$ cat config.mk
export PLATFORM = sky130hd
export DESIGN_NAME = wb_arbiter2_flat
export DESIGN_NICKNAME = d
export VERILOG_FILES = /design/src/rtl/wb_arbiter2_if.sv /design/src/rtl/wb_arbiter2.sv /design/src/flat_wrapper.sv
export SDC_FILE = /design/constraint.sdc
export NUM_CORES = 1
export LEC_CHECK = 0
export CORE_AREA = 2 2 125 127
export DETAILED_ROUTE_END_ITERATION = 10
export DIE_AREA = 0 0 127 129
export PLACE_DENSITY_LB_ADDON = 0.12
export SLEW_MARGIN = 20
export SYNTH_ARGS = -nofsm -noshare
export SYNTH_HDL_FRONTEND = slang
export SYNTH_SLANG_ARGS = --single-unit
$ cat constraint.sdc
create_clock -name clk_i -period 7.25 [get_ports clk_i]
set_clock_uncertainty 0.2 [all_clocks]
set_input_delay 0.725 -clock clk_i [delete_from_list [all_inputs] [get_ports clk_i]]
set_output_delay 0.725 -clock clk_i [all_outputs]
set_load 0.1 [all_outputs]
$ cat src/rtl/wb_arbiter2_if.sv
// Pipelined Wishbone bus bundle shared by the arbiter's requesters and slave.
// dat_o carries write data from the master, dat_i carries read data back.
interface if_wb;
    logic        cyc;
    logic        stb;
    logic        we;
    logic [3:0]  sel;
    logic [31:0] adr;
    logic [31:0] dat_i;
    logic [31:0] dat_o;
    logic        ack;
    logic        stall;

    modport master (
        output cyc, stb, we, sel, adr, dat_o,
        input  dat_i, ack, stall
    );

    modport slave (
        input  cyc, stb, we, sel, adr, dat_o,
        output dat_i, ack, stall
    );
endinterface

$ cat src/rtl/wb_arbiter2.sv
// Two-master round-robin arbiter for one pipelined Wishbone slave. The grant is
// held for a whole cyc; transfers still in flight are drained before handover.
module wb_arbiter2 #(
    parameter int unsigned MAX_OUT       = 4,
    parameter int unsigned DRAIN_TIMEOUT = 64
) (
    input  logic       clk_i,
    input  logic       rst_i,
    if_wb.slave        m0,
    if_wb.slave        m1,
    if_wb.master       s,
    output logic [1:0] grant,
    output logic       err
);
    // state | meaning
    // IDLE  | no owner; both masters stalled; arbitrate pending requests
    // BUS0  | m0 owns the slave port
    // BUS1  | m1 owns the slave port
    // DRAIN | owner dropped cyc with transfers in flight; absorb their acks

    localparam int unsigned   TW       = $clog2(DRAIN_TIMEOUT + 1);
    localparam logic [3:0]    CNT_MAX  = 4'(MAX_OUT);
    localparam logic [TW-1:0] TMR_LOAD = TW'(DRAIN_TIMEOUT - 1);

    typedef enum logic [1:0] {S_IDLE, S_BUS0, S_BUS1, S_DRAIN} state_t;

    state_t        state_q, state_d;
    logic [1:0]    grant_q, grant_d;
    logic          last_q, last_d;
    logic [3:0]    out_cnt_q, out_cnt_d;
    logic [TW-1:0] timer_q, timer_d;
    logic          err_q, err_d;

    logic          req0, req1, full, pending, accept, sel1;
    logic [3:0]    cnt_upd;

    assign req0    = m0.cyc & m0.stb;
    assign req1    = m1.cyc & m1.stb;
    assign full    = (out_cnt_q == CNT_MAX);
    assign pending = (out_cnt_q != 4'd0);
    assign accept  = s.stb & ~s.stall;
    assign grant   = grant_q;
    assign err     = err_q;

    // Slave cyc stays up while transfers are in flight so the owner's cyc drop
    // never aborts them before DRAIN takes over.
    always_comb begin
        sel1     = (state_q == S_BUS1);
        s.we     = sel1 ? m1.we    : m0.we;
        s.sel    = sel1 ? m1.sel   : m0.sel;
        s.adr    = sel1 ? m1.adr   : m0.adr;
        s.dat_o  = sel1 ? m1.dat_o : m0.dat_o;
        m0.dat_i = s.dat_i;
        m1.dat_i = s.dat_i;
        s.cyc    = 1'b0;
        s.stb    = 1'b0;
        m0.ack   = 1'b0;
        m0.stall = 1'b1;
        m1.ack   = 1'b0;
        m1.stall = 1'b1;
        case (state_q)
            S_BUS0: begin
                s.cyc    = m0.cyc | pending;
                s.stb    = m0.cyc & m0.stb & ~full;
                m0.ack   = s.ack;
                m0.stall = s.stall | full;
            end
            S_BUS1: begin
                s.cyc    = m1.cyc | pending;
                s.stb    = m1.cyc & m1.stb & ~full;
                m1.ack   = s.ack;
                m1.stall = s.stall | full;
            end
            S_DRAIN: s.cyc = 1'b1;
            default: ;
        endcase
    end

    always_comb begin
        if (accept && !s.ack)
            cnt_upd = out_cnt_q + 4'd1;
        else if (!accept && s.ack && pending)
            cnt_upd = out_cnt_q - 4'd1;
        else
            cnt_upd = out_cnt_q;
    end

    always_comb begin
        state_d   = state_q;
        grant_d   = grant_q;
        last_d    = last_q;
        out_cnt_d = out_cnt_q;
        timer_d   = timer_q;
        err_d     = 1'b0;
        case (state_q)
            S_IDLE: begin
                if (req0 && (!req1 || last_q)) begin
                    state_d = S_BUS0;
                    grant_d = 2'b01;
                    last_d  = 1'b0;
                end else if (req1) begin
                    state_d = S_BUS1;
                    grant_d = 2'b10;
                    last_d  = 1'b1;
                end
            end
            S_BUS0, S_BUS1: begin
                out_cnt_d = cnt_upd;
                if ((state_q == S_BUS0) ? !m0.cyc : !m1.cyc) begin
                    grant_d = 2'b00;
                    timer_d = TMR_LOAD;
                    state_d = (cnt_upd == 4'd0) ? S_IDLE : S_DRAIN;
                end
            end
            S_DRAIN: begin
                out_cnt_d = cnt_upd;
                if (cnt_upd == 4'd0) begin
                    state_d = S_IDLE;
                end else if (timer_q == '0) begin
                    state_d   = S_IDLE;
                    out_cnt_d = 4'd0;
                    err_d     = 1'b1;
                end else begin
                    timer_d = timer_q - 1'b1;
                end
            end
            default: state_d = S_IDLE;
        endcase
    end

    always_ff @(posedge clk_i) begin
        if (rst_i) begin
            state_q   <= S_IDLE;
            grant_q   <= 2'b00;
            last_q    <= 1'b1;
            out_cnt_q <= 4'd0;
            timer_q   <= '0;
            err_q     <= 1'b0;
        end else begin
            state_q   <= state_d;
            grant_q   <= grant_d;
            last_q    <= last_d;
            out_cnt_q <= out_cnt_d;
            timer_q   <= timer_d;
            err_q     <= err_d;
        end
    end
endmodule
$ cat src/flat_wrapper.sv
// flat-port wrapper written by rule: the top's interface ports become plain ports
module wb_arbiter2_flat 
#(
    parameter int unsigned MAX_OUT       = 4,
    parameter int unsigned DRAIN_TIMEOUT = 64
)
  (clk_i, rst_i, grant, err, m0_cyc, m0_stb, m0_we, m0_sel, m0_adr, m0_dat_o, m0_dat_i, m0_ack, m0_stall, m1_cyc, m1_stb, m1_we, m1_sel, m1_adr, m1_dat_o, m1_dat_i, m1_ack, m1_stall, s_cyc, s_stb, s_we, s_sel, s_adr, s_dat_o, s_dat_i, s_ack, s_stall);
  if_wb m0_i ();
  if_wb m1_i ();
  if_wb s_i ();
  input  logic clk_i;
  input  logic rst_i;
  output logic [1:0] grant;
  output logic err;
  input wire logic [$bits(m0_i.cyc)-1:0] m0_cyc;
  input wire logic [$bits(m0_i.stb)-1:0] m0_stb;
  input wire logic [$bits(m0_i.we)-1:0] m0_we;
  input wire logic [$bits(m0_i.sel)-1:0] m0_sel;
  input wire logic [$bits(m0_i.adr)-1:0] m0_adr;
  input wire logic [$bits(m0_i.dat_o)-1:0] m0_dat_o;
  output wire logic [$bits(m0_i.dat_i)-1:0] m0_dat_i;
  output wire logic [$bits(m0_i.ack)-1:0] m0_ack;
  output wire logic [$bits(m0_i.stall)-1:0] m0_stall;
  input wire logic [$bits(m1_i.cyc)-1:0] m1_cyc;
  input wire logic [$bits(m1_i.stb)-1:0] m1_stb;
  input wire logic [$bits(m1_i.we)-1:0] m1_we;
  input wire logic [$bits(m1_i.sel)-1:0] m1_sel;
  input wire logic [$bits(m1_i.adr)-1:0] m1_adr;
  input wire logic [$bits(m1_i.dat_o)-1:0] m1_dat_o;
  output wire logic [$bits(m1_i.dat_i)-1:0] m1_dat_i;
  output wire logic [$bits(m1_i.ack)-1:0] m1_ack;
  output wire logic [$bits(m1_i.stall)-1:0] m1_stall;
  output wire logic [$bits(s_i.cyc)-1:0] s_cyc;
  output wire logic [$bits(s_i.stb)-1:0] s_stb;
  output wire logic [$bits(s_i.we)-1:0] s_we;
  output wire logic [$bits(s_i.sel)-1:0] s_sel;
  output wire logic [$bits(s_i.adr)-1:0] s_adr;
  output wire logic [$bits(s_i.dat_o)-1:0] s_dat_o;
  input wire logic [$bits(s_i.dat_i)-1:0] s_dat_i;
  input wire logic [$bits(s_i.ack)-1:0] s_ack;
  input wire logic [$bits(s_i.stall)-1:0] s_stall;
  assign m0_i.cyc = m0_cyc;
  assign m0_i.stb = m0_stb;
  assign m0_i.we = m0_we;
  assign m0_i.sel = m0_sel;
  assign m0_i.adr = m0_adr;
  assign m0_i.dat_o = m0_dat_o;
  assign m0_dat_i = m0_i.dat_i;
  assign m0_ack = m0_i.ack;
  assign m0_stall = m0_i.stall;
  assign m1_i.cyc = m1_cyc;
  assign m1_i.stb = m1_stb;
  assign m1_i.we = m1_we;
  assign m1_i.sel = m1_sel;
  assign m1_i.adr = m1_adr;
  assign m1_i.dat_o = m1_dat_o;
  assign m1_dat_i = m1_i.dat_i;
  assign m1_ack = m1_i.ack;
  assign m1_stall = m1_i.stall;
  assign s_cyc = s_i.cyc;
  assign s_stb = s_i.stb;
  assign s_we = s_i.we;
  assign s_sel = s_i.sel;
  assign s_adr = s_i.adr;
  assign s_dat_o = s_i.dat_o;
  assign s_i.dat_i = s_dat_i;
  assign s_i.ack = s_ack;
  assign s_i.stall = s_stall;
  wb_arbiter2 #(.MAX_OUT(MAX_OUT), .DRAIN_TIMEOUT(DRAIN_TIMEOUT)) u_core (.clk_i(clk_i), .rst_i(rst_i), .m0(m0_i), .m1(m1_i), .s(s_i), .grant(grant), .err(err));
endmodule
==> reports/summary.md <==
The final-report setup violation count is 0, and the max-slew violation count is 0. After technology mapping, the gate count stands at 335. The pin count of the biggest net entering global routing is 46.

The minimum clock period after layout is 4.596 ns. After detailed routing, the average wire length per cell comes to 20.63 microns. The run gives 27.36% as the relative slew slack. After synthesis, the cell types taking the most area are sky130_fd_sc_hd__mux2_2 (29%), sky130_fd_sc_hd__buf_4 (17%), sky130_fd_sc_hd__dfxtp_1 (12%). Of the total power, registers draw 7.4%. The synthesized netlist net count was 523. In this run the post-CTS setup repair buffer count came out at 0. The logs give 0 for the number of hold-slack violations in the final timing report and 0 for the synthesis warning total. Leaving out filler cells and counting taps, the final layout contains 671. The final route contains 2976 vias. The die is 129 microns tall. TritonCTS built the clock tree.

During I/O placement, the number of pins put on the boundary was 320. At the worst endpoint, the required time is 6.32 ns. Portion of total power attributed to combinational logic: 87.1%.

The design draws 2.036 mW. The overall routed net length was 13840 microns. For the pin with the worst max-slew slack, the measured transition is 1.086 ns.

Hold repair after CTS inserted 0 buffers. The tools report the number of clock sinks as 17. Of the available clock period, the critical path in the final layout requires 63.39%. Final routed DRC violation total: 0. The longest clock path from root to sink contains 2 buffers. Across the VDD grid, the largest voltage drop is 0.0002118 V. Among all flip-flop cells after synthesis, the most frequent one is sky130_fd_sc_hd__dfxtp_1. The number of different library cells used by synthesis comes to 52. The deepest level of the CTS H-tree came out at 1. Setup repair after global routing left no endpoint under its margin.

The kind of capture point of the worst setup path was a primary output. The worst setup path is launched from a flip-flop. The root buffer cell chosen for the clock tree is sky130_fd_sc_hd__clkbuf_16. The area growth from synthesis to layout is 72.68%. For hold timing, the worst endpoint is u_core.timer_q[5]. The number of cells on the worst hold path was 2. In this run the biggest area consumer among cell types represents 29.10% of the synthesized area. Routability-driven placement finished with a final weighted congestion of 0.8510.

The count of nets left with antenna violations once routing finished came out at 0. The worst hold path begins at u_core.timer_q[5]. For this run, asynchronously set or reset flops after synthesis account for 0%. For the core region area, the log shows 0.01498 sq mm. In this run the core area contains 45 standard-cell rows. The tools report the number of global-route vias before repair as 2991. The total instance count after detailed placement is 665. The leakage component of the power was 1.685 nW. Share of post-route cells with drive strength above 1: 18.09%. For the sum of negative setup slack, the log shows 0 ns.

The logs give 0.25 ns for the clock latency reported for the late side of the worst-skew pair and 3.67 ns for the data arrival time of the critical path. The tools report the total grt overflow as 0. The pre-antenna-repair detailed-routing pass consisted of 4 iterations.

Measured on the finished design, the core utilization comes to 31.68%. Of all nets on the critical path, the largest fanout is 45. Across every metal layer, demand over resource in global routing totals 15.82%. The synthesized design contains 0 enable-type register cells.

After synthesis, flip-flops and latches occupy 12.39% of the total area. Detailed placement finished with a half-perimeter wire length of 12200 microns. The die is 127 microns wide. Reg-to-reg startpoint: u_core.state_q[0]. Port buffering added 223 buffers. The worst register-to-register path has a depth of 9.

The count of state elements after synthesis was 17. The clock-pin slew reported for the worst setup and hold paths after clock tree synthesis is 0.06 ns. The first global-routing pass estimated 19000 microns of wire. Final hold analysis gives a worst-case slack of 0.3353 ns. In this run the mean area of a mapped cell was 8.202 sq um. The run gives 0.002748 sq mm as the area of the mapped netlist. By startpoint and endpoint, the worst setup path is classified as flip-flop to primary output. Cell internal power was estimated by the tool at 0.7023 mW. The run finished with clean final reports. The initial utilization of the core area, before any placement, comes to 18.35%. Per report_power, the clock group accounts for 5.5% of the total.

The tightest min-delay check is of the flip-flop to flip-flop type. The synthesized design spends more area on one cell type than any other, namely sky130_fd_sc_hd__mux2_2. The violation count after the first detailed-route iteration was 115. The switching fraction of total power was 65.51%; the count of cells resized by post-cts repair was 0. The run gives 2 as the initial antenna violation count.

The number of max-capacitance violations reported was 0; the full die area was 0.01638 sq mm. In this run the power density over the cells is 429.1 mW/mm^2. The number of clock buffers added by TritonCTS is 3. The worst register-to-register path ends at u_core.timer_q[2]. In the routed layout, each cell is associated on average with a via count of 4.435.

The maximum frequency from static timing analysis is 0.2176 GHz. For flop-to-flop paths, the worst setup slack is 3.92 ns. In this run the power spent charging and discharging nets is 1.334 mW. For this run, the post-layout net count is 670.
[synth_stat cells (2+ instances only)]
cell type	n
sky130_fd_sc_hd__o21ai_1	2
sky130_fd_sc_hd__nand3_1	5
sky130_fd_sc_hd__and4_1	2
sky130_fd_sc_hd__mux2_2	71
sky130_fd_sc_hd__inv_1	16
sky130_fd_sc_hd__ha_1	10
sky130_fd_sc_hd__nor2b_1	3
sky130_fd_sc_hd__o311a_1	2
sky130_fd_sc_hd__nand4b_1	2
sky130_fd_sc_hd__a22oi_1	2
sky130_fd_sc_hd__nor2_1	25
sky130_fd_sc_hd__o21ai_0	8
sky130_fd_sc_hd__o211ai_1	3
sky130_fd_sc_hd__o311ai_0	2
sky130_fd_sc_hd__nand2_1	16
sky130_fd_sc_hd__a221oi_2	2
sky130_fd_sc_hd__nor3b_1	2
sky130_fd_sc_hd__a21oi_1	8
sky130_fd_sc_hd__a31oi_1	5
sky130_fd_sc_hd__nand4_1	4
sky130_fd_sc_hd__o21a_1	2
sky130_fd_sc_hd__xnor2_1	2
sky130_fd_sc_hd__dfxtp_1	17
sky130_fd_sc_hd__and2_1	4
sky130_fd_sc_hd__nor3_1	7
sky130_fd_sc_hd__buf_6	2
sky130_fd_sc_hd__clkbuf_1	15
sky130_fd_sc_hd__buf_4	64
sky130_fd_sc_hd__or2_2	3
sky130_fd_sc_hd__mux2i_1	3
sky130_fd_sc_hd__o32ai_1	3
sky130_fd_sc_hd__nor4_1	3
[critical path, stage by stage (launching register included)]
cell and delay (ns):
sky130_fd_sc_hd__dfxtp_1 0.33, sky130_fd_sc_hd__inv_1 0.17, sky130_fd_sc_hd__ha_2 0.64, sky130_fd_sc_hd__buf_4 0.61
sky130_fd_sc_hd__mux2i_1 0.16, sky130_fd_sc_hd__nand2_1 0.09, sky130_fd_sc_hd__a21oi_1 0.07, sky130_fd_sc_hd__nor2_1 0.12
sky130_fd_sc_hd__clkdlybuf4s50_1 1.16
[how the worst max path moves through the flow]
stage	depth (start not counted)	from	endpoint	slack (ns)
3_3_place_gp	8	u_core.state_q[0]	s_cyc	2.91
5_1_grt	8	u_core.state_q[0]	s_cyc	2.45
2_1_floorplan	8	u_core.state_q[0]	s_cyc	3.67
4_1_cts	8	u_core.state_q[0]	s_cyc	2.61
3_5_place_dp	8	u_core.state_q[0]	s_cyc	2.87
6_report	8	u_core.state_q[0]	s_cyc	2.65
[area by class of cell]
cell class	instances	area [sq um]
Antenna cell	2	5.005
Clock buffer	4	78.83
Fill cell	1578	10230
Inverter	16	60.06
Multi-Input combinational cell	220	1785
Sequential cell	17	340.3
Tap cell	188	235.2
Timing Repair Buffer	224	2240
[power groups by stage]
stage / logic, mW / clock network (mW) / registers, mW
after floorplan: 1.50 / 0 / 0.170
after global placement: 1.78 / 0 / 0.152
after detailed placement: 1.78 / 0 / 0.152
after CTS: 1.79 / 0.116 / 0.151
after global routing: 1.85 / 0.118 / 0.156
final: 1.77 / 0.112 / 0.151
[state kept, by name, indices dropped and copies added (netlist names)]
register / count
u_core.err: 1
u_core.out_cnt_q: 4
u_core.last_q: 1
u_core.timer_q: 7
u_core.state_q: 2
u_core.grant: 2
[through the flow]
stage	worst slack, ns	instance area, sq um
finish	2.654	4745
detailed placement	2.872	4661
global placement	2.913	4661
floorplan	3.674	2748
global route	2.454	4740
CTS	2.606	4740
[per-layer routing]
| layer | routed length (microns) | share of wire, % | GRT usage (%) |
|---|---|---|---|
| met1 | 5661 | 41 | 19.44 |
| met4 | 95 | 0.69 | 1.875 |
| met3 | 1580 | 11 | 7.484 |
| met2 | 6505 | 47 | 26.09 |
| met5 | 0 | 0 | 0 |
[layout by cell type (no fill, tap or decap), types with 3 or more instances in the layout]
master,instances
sky130_fd_sc_hd__a31oi_1,5
sky130_fd_sc_hd__dfxtp_1,17
sky130_fd_sc_hd__o211ai_1,3
sky130_fd_sc_hd__mux2i_1,3
sky130_fd_sc_hd__clkdlybuf4s50_1,223
sky130_fd_sc_hd__nor2_1,25
sky130_fd_sc_hd__nand4_1,4
sky130_fd_sc_hd__nand2_1,16
sky130_fd_sc_hd__clkbuf_16,3
sky130_fd_sc_hd__inv_1,16
sky130_fd_sc_hd__nor2b_1,3
sky130_fd_sc_hd__nor4_1,3
sky130_fd_sc_hd__nand3_1,5
sky130_fd_sc_hd__or2_2,3
sky130_fd_sc_hd__ha_1,9
sky130_fd_sc_hd__and2_1,4
sky130_fd_sc_hd__a21oi_1,8
sky130_fd_sc_hd__mux2_2,71
sky130_fd_sc_hd__o32ai_1,3
sky130_fd_sc_hd__nor3_1,7
sky130_fd_sc_hd__o21ai_0,8
[kinds of logic after synthesis]
family / after synthesis / synth area share, %
buffers and inverters: 98 / 22.72
and+or+nand+nor: 83 / 15.57
muxes: 74 / 30.19
AOI/OAI and AO/OA: 51 / 13.93
DFF: 17 / 12.39
adders and majority gates: 10 / 4.554
xor gates and xnor gates: 2 / 0.6376
Note: power is estimated with default switching activity, not from simulation.
